File: src/rtl/clk_en_gen.sv
// Multi-channel fractional clock-enable generator with PLL lock qualification.
// Optional macro CLKEN_TOGGLE_EN builds a per-channel 50% toggle output on ce_tgl.
module clk_en_gen #(
  parameter int CH_NUM      = 4,
  parameter int ACC_W       = 24,
  parameter int INC_DEFAULT = 0,
  parameter int LOCK_CYC    = 1024,
  localparam int CH_W       = (CH_NUM > 1) ? $clog2(CH_NUM) : 1
) (
  input  logic              clk,
  input  logic              rst,
  input  logic              lock_in,
  input  logic              restart,
  input  logic              wr_en,
  input  logic [CH_W-1:0]   wr_ch,
  input  logic [ACC_W-1:0]  wr_data,
  output logic              ready,
  output logic [CH_NUM-1:0] ce,
  output logic [CH_NUM-1:0] ce_tgl
);

  localparam int LOCK_W = (LOCK_CYC > 1) ? $clog2(LOCK_CYC) : 1;
  localparam logic [LOCK_W-1:0] LOCK_LAST = LOCK_W'(LOCK_CYC - 1);
  localparam logic [ACC_W-1:0]  INC_INIT  = ACC_W'(INC_DEFAULT);

  logic [LOCK_W-1:0] lock_cnt_reg;
  logic              ready_reg;
  logic              acc_clr;

  // Counter freezes once ready; any low lock_in sample restarts qualification.
  always_ff @(posedge clk) begin
    if (rst || !lock_in) begin
      lock_cnt_reg <= '0;
      ready_reg    <= 1'b0;
    end else if (!ready_reg) begin
      if (lock_cnt_reg == LOCK_LAST) begin
        ready_reg <= 1'b1;
      end else begin
        lock_cnt_reg <= lock_cnt_reg + LOCK_W'(1);
      end
    end
  end

  assign ready   = ready_reg;
  // restart only matters once the generators are running.
  assign acc_clr = rst || !lock_in || (ready_reg && restart);

  genvar gi;
  generate
    for (gi = 0; gi < CH_NUM; gi++) begin : g_ch
      localparam logic [CH_W-1:0] CH_IDX = CH_W'(gi);

      logic [ACC_W-1:0] inc_reg;
      logic [ACC_W-1:0] acc_reg;
      logic             ce_reg;
      logic [ACC_W:0]   sum_next;

      assign sum_next = {1'b0, acc_reg} + {1'b0, inc_reg};

      // Out-of-range channel indices never match any CH_IDX, so they are ignored.
      always_ff @(posedge clk) begin
        if (rst) begin
          inc_reg <= INC_INIT;
        end else if (wr_en && (wr_ch == CH_IDX)) begin
          inc_reg <= wr_data;
        end
      end

      always_ff @(posedge clk) begin
        if (acc_clr) begin
          acc_reg <= '0;
          ce_reg  <= 1'b0;
        end else if (ready_reg) begin
          acc_reg <= sum_next[ACC_W-1:0];
          ce_reg  <= sum_next[ACC_W];
        end else begin
          ce_reg  <= 1'b0;
        end
      end

      assign ce[gi] = ce_reg;

`ifdef CLKEN_TOGGLE_EN
      logic tgl_reg;

      always_ff @(posedge clk) begin
        if (acc_clr) begin
          tgl_reg <= 1'b0;
        end else if (ready_reg && sum_next[ACC_W]) begin
          tgl_reg <= ~tgl_reg;
        end
      end

      assign ce_tgl[gi] = tgl_reg;
`else
      assign ce_tgl[gi] = 1'b0;
`endif
    end
  endgenerate

endmodule

File: config.mk
export PLATFORM = sky130hd
export DESIGN_NAME = clk_en_gen
export DESIGN_NICKNAME = d
export VERILOG_FILES = /design/src/rtl/clk_en_gen.sv
export SDC_FILE = /design/constraint.sdc
export NUM_CORES = 1
export LEC_CHECK = 0
export ABC_CLOCK_PERIOD_IN_PS = 6000
export BUFFER_PORTS_ARGS = -buffer_cell sky130_fd_sc_hd__buf_4
export CAP_MARGIN = 5
export CORE_ASPECT_RATIO = 0.75
export CORE_MARGIN = 4
export CORE_UTILIZATION = 32
export DETAILED_ROUTE_END_ITERATION = 10
export GPL_ROUTABILITY_DRIVEN = 1
export MAX_ROUTING_LAYER = met4
export PLACE_DENSITY_LB_ADDON = 0.12
export SLEW_MARGIN = 20
export SYNTH_ARGS = -nofsm -noshare
export SYNTH_HDL_FRONTEND = slang
export SYNTH_SLANG_ARGS = --single-unit
export TNS_END_PERCENT = 20
File: constraint.sdc
create_clock -name clk -period 6 [get_ports clk]
set_clock_uncertainty 0.05 [all_clocks]
set_input_delay 0.6 -clock clk [delete_from_list [all_inputs] [get_ports clk]]
set_output_delay 0.6 -clock clk [all_outputs]
set_load 0.02 [all_outputs]
==> summary.txt, run 1 <==
Worst setup path
  • Worst path cell trace: buf_4 -> nand2b_1 -> a21oi_1 -> nand2_1 -> buf_4 -> nor3_1 -> o21ai_0 -> o311ai_1
  • CP max FO: 39
  • CP delay by family, top: simple AND/OR/NAND/NOR gates
  • Slowest cell on crit path: a21oi_1
  • Setup CP Type: in2reg
  • Crit. End Element: register
  • WP data arrival: ~3700 ps
  • RR Endpoint: g_ch[0].acc_reg[23]
  • Req. time, crit path: 6380 ps
  • Cell mode on critical path: buf_4
  • R2R cell count: 7
  • Critical Path Max Stage Delay: between 800 and 900 ps
  • Reg-to-reg slack, setup: approximately 2700 ps
  • R2r startpoint: ready
  • Element type at the critical path start: input pin
  • Crit path buf inv count: 2

Synthesis
  • Mapped Area: 0.0116 mm^2
  • Adder-cell share of the synthesized area: roughly 11%
  • Simple-gate share of the synthesized area: around 18%
  • Compound-Gate Fraction of Synth Area: 22.8%
  • Seq/Total Area, Yosys: around 36%
  • Combinational family with the most area after synthesis: compound AO/OA/AOI/OAI gates
  • Primary FF master, synth: dfxtp_1
  • Synth area leader: dfxtp_1
  • Mux contribution to synthesized area: between 3 and 4%
  • Post-synth EDFFs: 0
  • Post-synthesis async set-or-reset flop share: 0%
  • Post-Synth XOR/XNOR Area: roughly 6.2%
  • Largest cells by area after synthesis: dfxtp_1 (36%), ha_1 (10%), nand2_1 (9.0%), a21oi_1 (7.8%), xnor2_1 (3.7%)
  • Gate count after technology mapping: 1449
  • Synth warnings: 0
  • Commonest cells post-synth: nand2_1 (280), dfxtp_1 (207), a21oi_1 (182)
  • Syn_area_per_cell: 8.04 um^2
  • Area share of the largest cell type after synthesis: between 30 and 40%
  • Netlist cell types: slightly above 70
  • #FFs+latches synth: between 200 and 250
  • Most instantiated library cell after synthesis: nand2_1

Die
  • Total die area: roughly 0.040 mm^2
  • Core Rows: 60
  • Die width: ~230 um
  • Die height: 173 um
  • Initial core utilization: between 30% and 40%
  • Core area: roughly 0.036 mm^2
  • Ports: 40

Layout
  • Layout cell share with drive strength beyond 1: under 10%
  • Antenna Cells: 0
  • Area growth from synthesis to layout: 12.7%
  • Final net count: 1578
  • Post-Layout Cell Count: 1929

Routing
  • First-pass iteration count of the detailed router: 5
  • Starting DRT DRC Count: about 570
  • DRC: 0
  • Antenna viol nets, final: 0
  • Wirelength per Cell: roughly 16 um
  • Routed vias: approximately 9800
  • WL final: between 30000 and 40000 um
  • Vias per cell: between 5 and 6

Global route
  • Met3 usage: under 10%
  • Tot GR Track Use: between 10% and 20%
  • Vias in the first global route: 9679
  • Largest net degree at the start of global routing: 60
  • Most used routing layer: met2
  • Met2 usage: roughly a quarter
  • Gr ovfl total: 0
  • First-pass GRT wire length: 51600 um
  • GR Util met1: a little under a quarter
  • Initial antenna violation count: 0

Clock tree
  • CTS tree: built
  • Post-cts resize count: 0
  • Post-CTS Setup Bufs: 0
  • Clk sinks: just over 200
  • H-tree depth: 1
  • CTS clk-pin slew, worst paths: ~60 ps
  • Clk_lat worst skew: about 520 ps
  • CTS Buffer Depth: 3
  • Cts bufs inserted: 24
  • Root buffer cell: clkbuf_16
  • Hold-fix buffers, CTS: 0

Timing
  • Tightest hold margin: 317 ps
  • Fin Setup TNS: 0 ps
  • RSZ-0062 raised after global routing: false
  • Final setup fails: 0
  • Minimum clock period: about 3300 ps
  • Fin. Hold Viols: 0
  • Final period utilization: between 50% and 60%
  • Max Clock Freq: ~300 MHz
  • Final max-slew violation count: 0
  • Worst slew pin tran: 1020 ps
  • Max-Slew Margin vs Limit: 31.7%

Hold path
  • Hold_sp: wr_data[23]
  • Sink of the worst hold path: g_ch[0].inc_reg[23]
  • Hold Crit Depth: 3
  • Worst Hold Class: in2reg

Placement
  • Gp weighted congestion: about 0.84
  • Dpl cells: roughly 1900
  • DP Wirelength: 22300 um
  • IO buf count: 35

Power and ir drop
  • Leakage: approximately 5 nW
  • Power per cell area: 241 mW/mm^2
  • Peak supply drop: about 0.17 mV

Run status
  • Status: finished, final reports clean

Run
  • Max cap viols: 0
## worst register-to-register path: cells and delay by family, from the launching register on
kind            cells  cell delay, ps
flops               1             540
simple gates        2             870
buf+inv             2             800
compound gates      3             900
## how the worst max path moves through the flow
stage / from / to / cells after the start
global placement: rst / g_ch[0].acc_reg[23] / 8
detailed placement: rst / g_ch[0].acc_reg[23] / 8
floorplan: g_ch[1].inc_reg[0] / g_ch[1].acc_reg[22] / 10
finish: rst / g_ch[0].acc_reg[23] / 8
CTS: rst / g_ch[0].acc_reg[23] / 8
global route: rst / g_ch[0].acc_reg[23] / 8
## final cells by class
type,instances,area (um^2)
multi-input cells,1149,7140
repair buffers,45,342
fillers,3695,22800
clock inverters,8,115
well taps,465,582
clock buffers,36,737
inverters,19,71.3
flip-flops and latches,207,4150
## cells in the final DEF (no fill, tap or decap), types with 17 or more instances in the layout
| cell | netlist | final |
|---|---|---|
| nand2_1 | 280 | 280 |
| o21ai_0 | 82 | 82 |
| ha_1 | 97 | 97 |
| buf_4 | 8 | 44 |
| nor2_1 | 105 | 104 |
| inv_1 | 18 | 18 |
| nand3_1 | 25 | 25 |
| a211oi_1 | 25 | 25 |
| nand4_1 | 17 | 17 |
| dfxtp_1 | 207 | 206 |
| xnor2_1 | 49 | 49 |
| a21o_1 | 34 | 33 |
| clkbuf_16 | 0 | 25 |
| xor2_1 | 34 | 34 |
| mux2i_1 | 34 | 34 |
| o21ai_1 | 24 | 24 |
| a21oi_1 | 182 | 182 |
## cell families after synthesis
kind of cell | Yosys count
buffers and inverters | 96
AOI/OAI and AO/OA | 436
other | 1
and+or+nand+nor | 490
adders and majority gates | 101
muxes | 35
DFF | 207
xor gates and xnor gates | 83
## routing by layer
| metal | vias to the layer above | wire, um |
|---|---|---|
| met2 | 107 | 13500 |
| met5 | - | 0 |
| met4 | 0 | 482 |
| met1 | 4585 | 16500 |
| met3 | 39 | 872 |
| li1 | 5102 | - |
## through the flow
stage	instance area (um^2)	util, %	power (mW)	setup slack, ps
2_1_floorplan	11700	-	1.55	3360
3_3_place_gp	12300	34.2	1.62	2230
5_1_grt	13100	36.6	3.29	2390
3_5_place_dp	12300	34.2	1.62	2110
4_1_cts	13100	36.6	3.22	2670
6_report	13100	36.6	3.16	2680
## where the power goes
part           internal (mW)  switching [mW]  total, mW
Sequential              1.40          0.0150       1.41
Clock                  0.974           0.599       1.57
Combinational         0.0581           0.121      0.179
Total                   2.43           0.735       3.16
Note: power is estimated with default switching activity, not from simulation.
==> run 2, diff against run 1 <==
- ABC_CLOCK_PERIOD_IN_PS: 6000 -> 3350
- clock period: 6 -> 3.35 ns (I/O delays scaled with it)
==> run 2 against run 1 <==
Effect of this change:
- global-route usage barely moved
- sequential cell count did not move
- combinational power rose by 82%
- non-clock buffer count rose by 8
- critical path depth rose by 2
- clock power rose by 76%
- highest routed layer unchanged
- total power rose by 78%
- core utilization rose by 0.10 points
- register-to-register slack got worse by 2300 ps
==> summary.txt, run 2 (synthesis gave the netlist of run 1 again) <==
Run status
  • Status: finished, final reports clean

Worst setup path
  • Req. time, crit path: around 3700 ps
  • Element type at the critical path start: register
  • CP max FO: 3
  • Reg-to-reg slack, setup: 480 ps
  • R2r startpoint: g_ch[0].inc_reg[0]
  • Crit. End Element: register
  • R2R cell count: 10
  • WP data arrival: about 3200 ps
  • RR Endpoint: g_ch[0].ce_reg
  • Setup CP Type: reg2reg

Global route
  • Vias in the first global route: between 9000 and 10000
  • Gr ovfl total: 0
  • Largest net degree at the start of global routing: 97
  • Tot GR Track Use: approximately 16%
  • Initial antenna violation count: 0
  • First-pass GRT wire length: slightly above 50000 um

Timing
  • Max Clock Freq: roughly 350 MHz
  • Final setup fails: 0
  • Fin. Hold Viols: 0
  • Fin Setup TNS: 0 ps
  • Final setup margin: approximately 480 ps
  • Final period utilization: 85.6%
  • Final max-slew violation count: 0
  • RSZ-0062 raised after global routing: false
  • Max-Slew Margin vs Limit: about a third
  • Minimum clock period: roughly 2900 ps
  • Worst slew pin tran: between 900 and 1000 ps

Clock tree
  • CTS tree: built
  • H-tree depth: 1
  • Hold-fix buffers, CTS: 0
  • Clk_lat worst skew: 530 ps
  • Root buffer cell: clkbuf_16
  • Post-cts resize count: 0
  • Clk sinks: 207
  • CTS clk-pin slew, worst paths: 60 ps
  • Cts bufs inserted: 24
  • Post-CTS Setup Bufs: 0
  • CTS Buffer Depth: 3

Die
  • Core Rows: 60
  • Die height: ~170 um
  • Initial core utilization: 32.5%
  • Core area: ~0.036 mm^2
  • Die width: ~230 um
  • Ports: 40
  • Total die area: between 0.03 and 0.04 mm^2

Layout
  • Most common cell after layout, fill and taps aside: nand2_1
  • FILL cells: approximately 3800
  • Antenna Cells: 0
  • Layout cell share with drive strength beyond 1: just under 8%
  • Final net count: between 1500 and 2000
  • Most frequent cells in the layout: nand2_1 (280), dfxtp_1 (206), a21oi_1 (182)
  • Area growth from synthesis to layout: 13.1%

Placement
  • IO buf count: 35
  • Gp weighted congestion: between 0.8 and 0.9
  • DP Wirelength: approximately 22000 um
  • Place WS: ~460 ps

Routing
  • WL final: approximately 31000 um
  • Vias per cell: roughly 5.0
  • Wirelength per Cell: 15.9 um
  • Antenna viol nets, final: 0
  • Starting DRT DRC Count: 520
  • DRC: 0
  • Routed vias: 9726
  • First-pass iteration count of the detailed router: 5

Power and ir drop
  • Leakage: between 5 and 6 nW
  • Power per cell area: approximately 430 mW/mm^2
  • Peak supply drop: 0.310 mV

Hold path
  • Hold_sp: wr_data[23]
  • Hold Crit Depth: 3
  • Worst Hold Class: in2reg
  • Sink of the worst hold path: g_ch[2].inc_reg[23]

Run
  • Max cap viols: 0
run 2: changes by cell type in the layout (fill, tap and decap cells not counted), sizes merged:
cell      delta
clkinvlp     +1
clkbuf       -3
buf          +8
run 2: worst max-delay path by stage:
stage	to	start	slack [ps]	cells after the start
4_1_cts	g_ch[0].ce_reg	g_ch[0].inc_reg[0]	440	10
3_5_place_dp	g_ch[0].ce_reg	g_ch[0].inc_reg[0]	460	10
3_3_place_gp	g_ch[0].ce_reg	g_ch[0].inc_reg[0]	450	10
5_1_grt	g_ch[0].ce_reg	g_ch[0].inc_reg[0]	300	10
6_report	g_ch[0].ce_reg	g_ch[0].inc_reg[0]	480	10
2_1_floorplan	g_ch[1].acc_reg[22]	g_ch[1].inc_reg[0]	710	10
run 2: worst max-delay path: stages (launching register included):
cell and delay (ps):
dfxtp_1 310, ha_1 220, fa_1 400, a21o_1 220, a221oi_2 350, o21ai_1 140, a211oi_1 340, o21ai_1 150
a221o_1 330, a21oi_1 140, nor2_1 50
run 2: per-stage QoR:
step	power, mW	cells	hold slack (ps)	utilization, %	instance area, um^2
5_1_grt	5.87	1935	32.4	36.7	13200
6_report	5.62	1935	46.6	36.7	13200
3_5_place_dp	2.91	1893	394	34.4	12300
4_1_cts	5.72	1935	26.1	36.7	13200
3_3_place_gp	2.91	1893	390	34.4	12300
2_1_floorplan	2.77	1452	379	-	11700
run 2: routing by layer:
metal	vias to the layer above	wire (um)	part of all wire, %	track usage [%]
li1	5121	-	-	-
met1	4461	17100	56	24.1
met2	109	12400	40	23.2
met3	35	890	2.9	2.38
met4	0	418	1.4	2.32
met5	-	0	0	-
run 2: power breakdown:
group | switching (mW) | leakage, nW | total, mW | internal, mW
sequential | 0.0262 | 1.67 | 2.53 | 2.50
combinational | 0.217 | 3.01 | 0.325 | 0.108
clock | 1.07 | 0.410 | 2.77 | 1.70
run 2: final cells by class:
cell class | count | area (um^2) | share of cell area [%]
Tap cell | 465 | 582 | 4.42
Timing Repair Buffer | 53 | 402 | 3.05
Sequential cell | 207 | 4150 | 31.5
Clock buffer | 33 | 706 | 5.36
Inverter | 19 | 71.3 | 0.542
Multi-Input combinational cell | 1149 | 7140 | 54.2
Clock inverter | 9 | 123 | 0.931
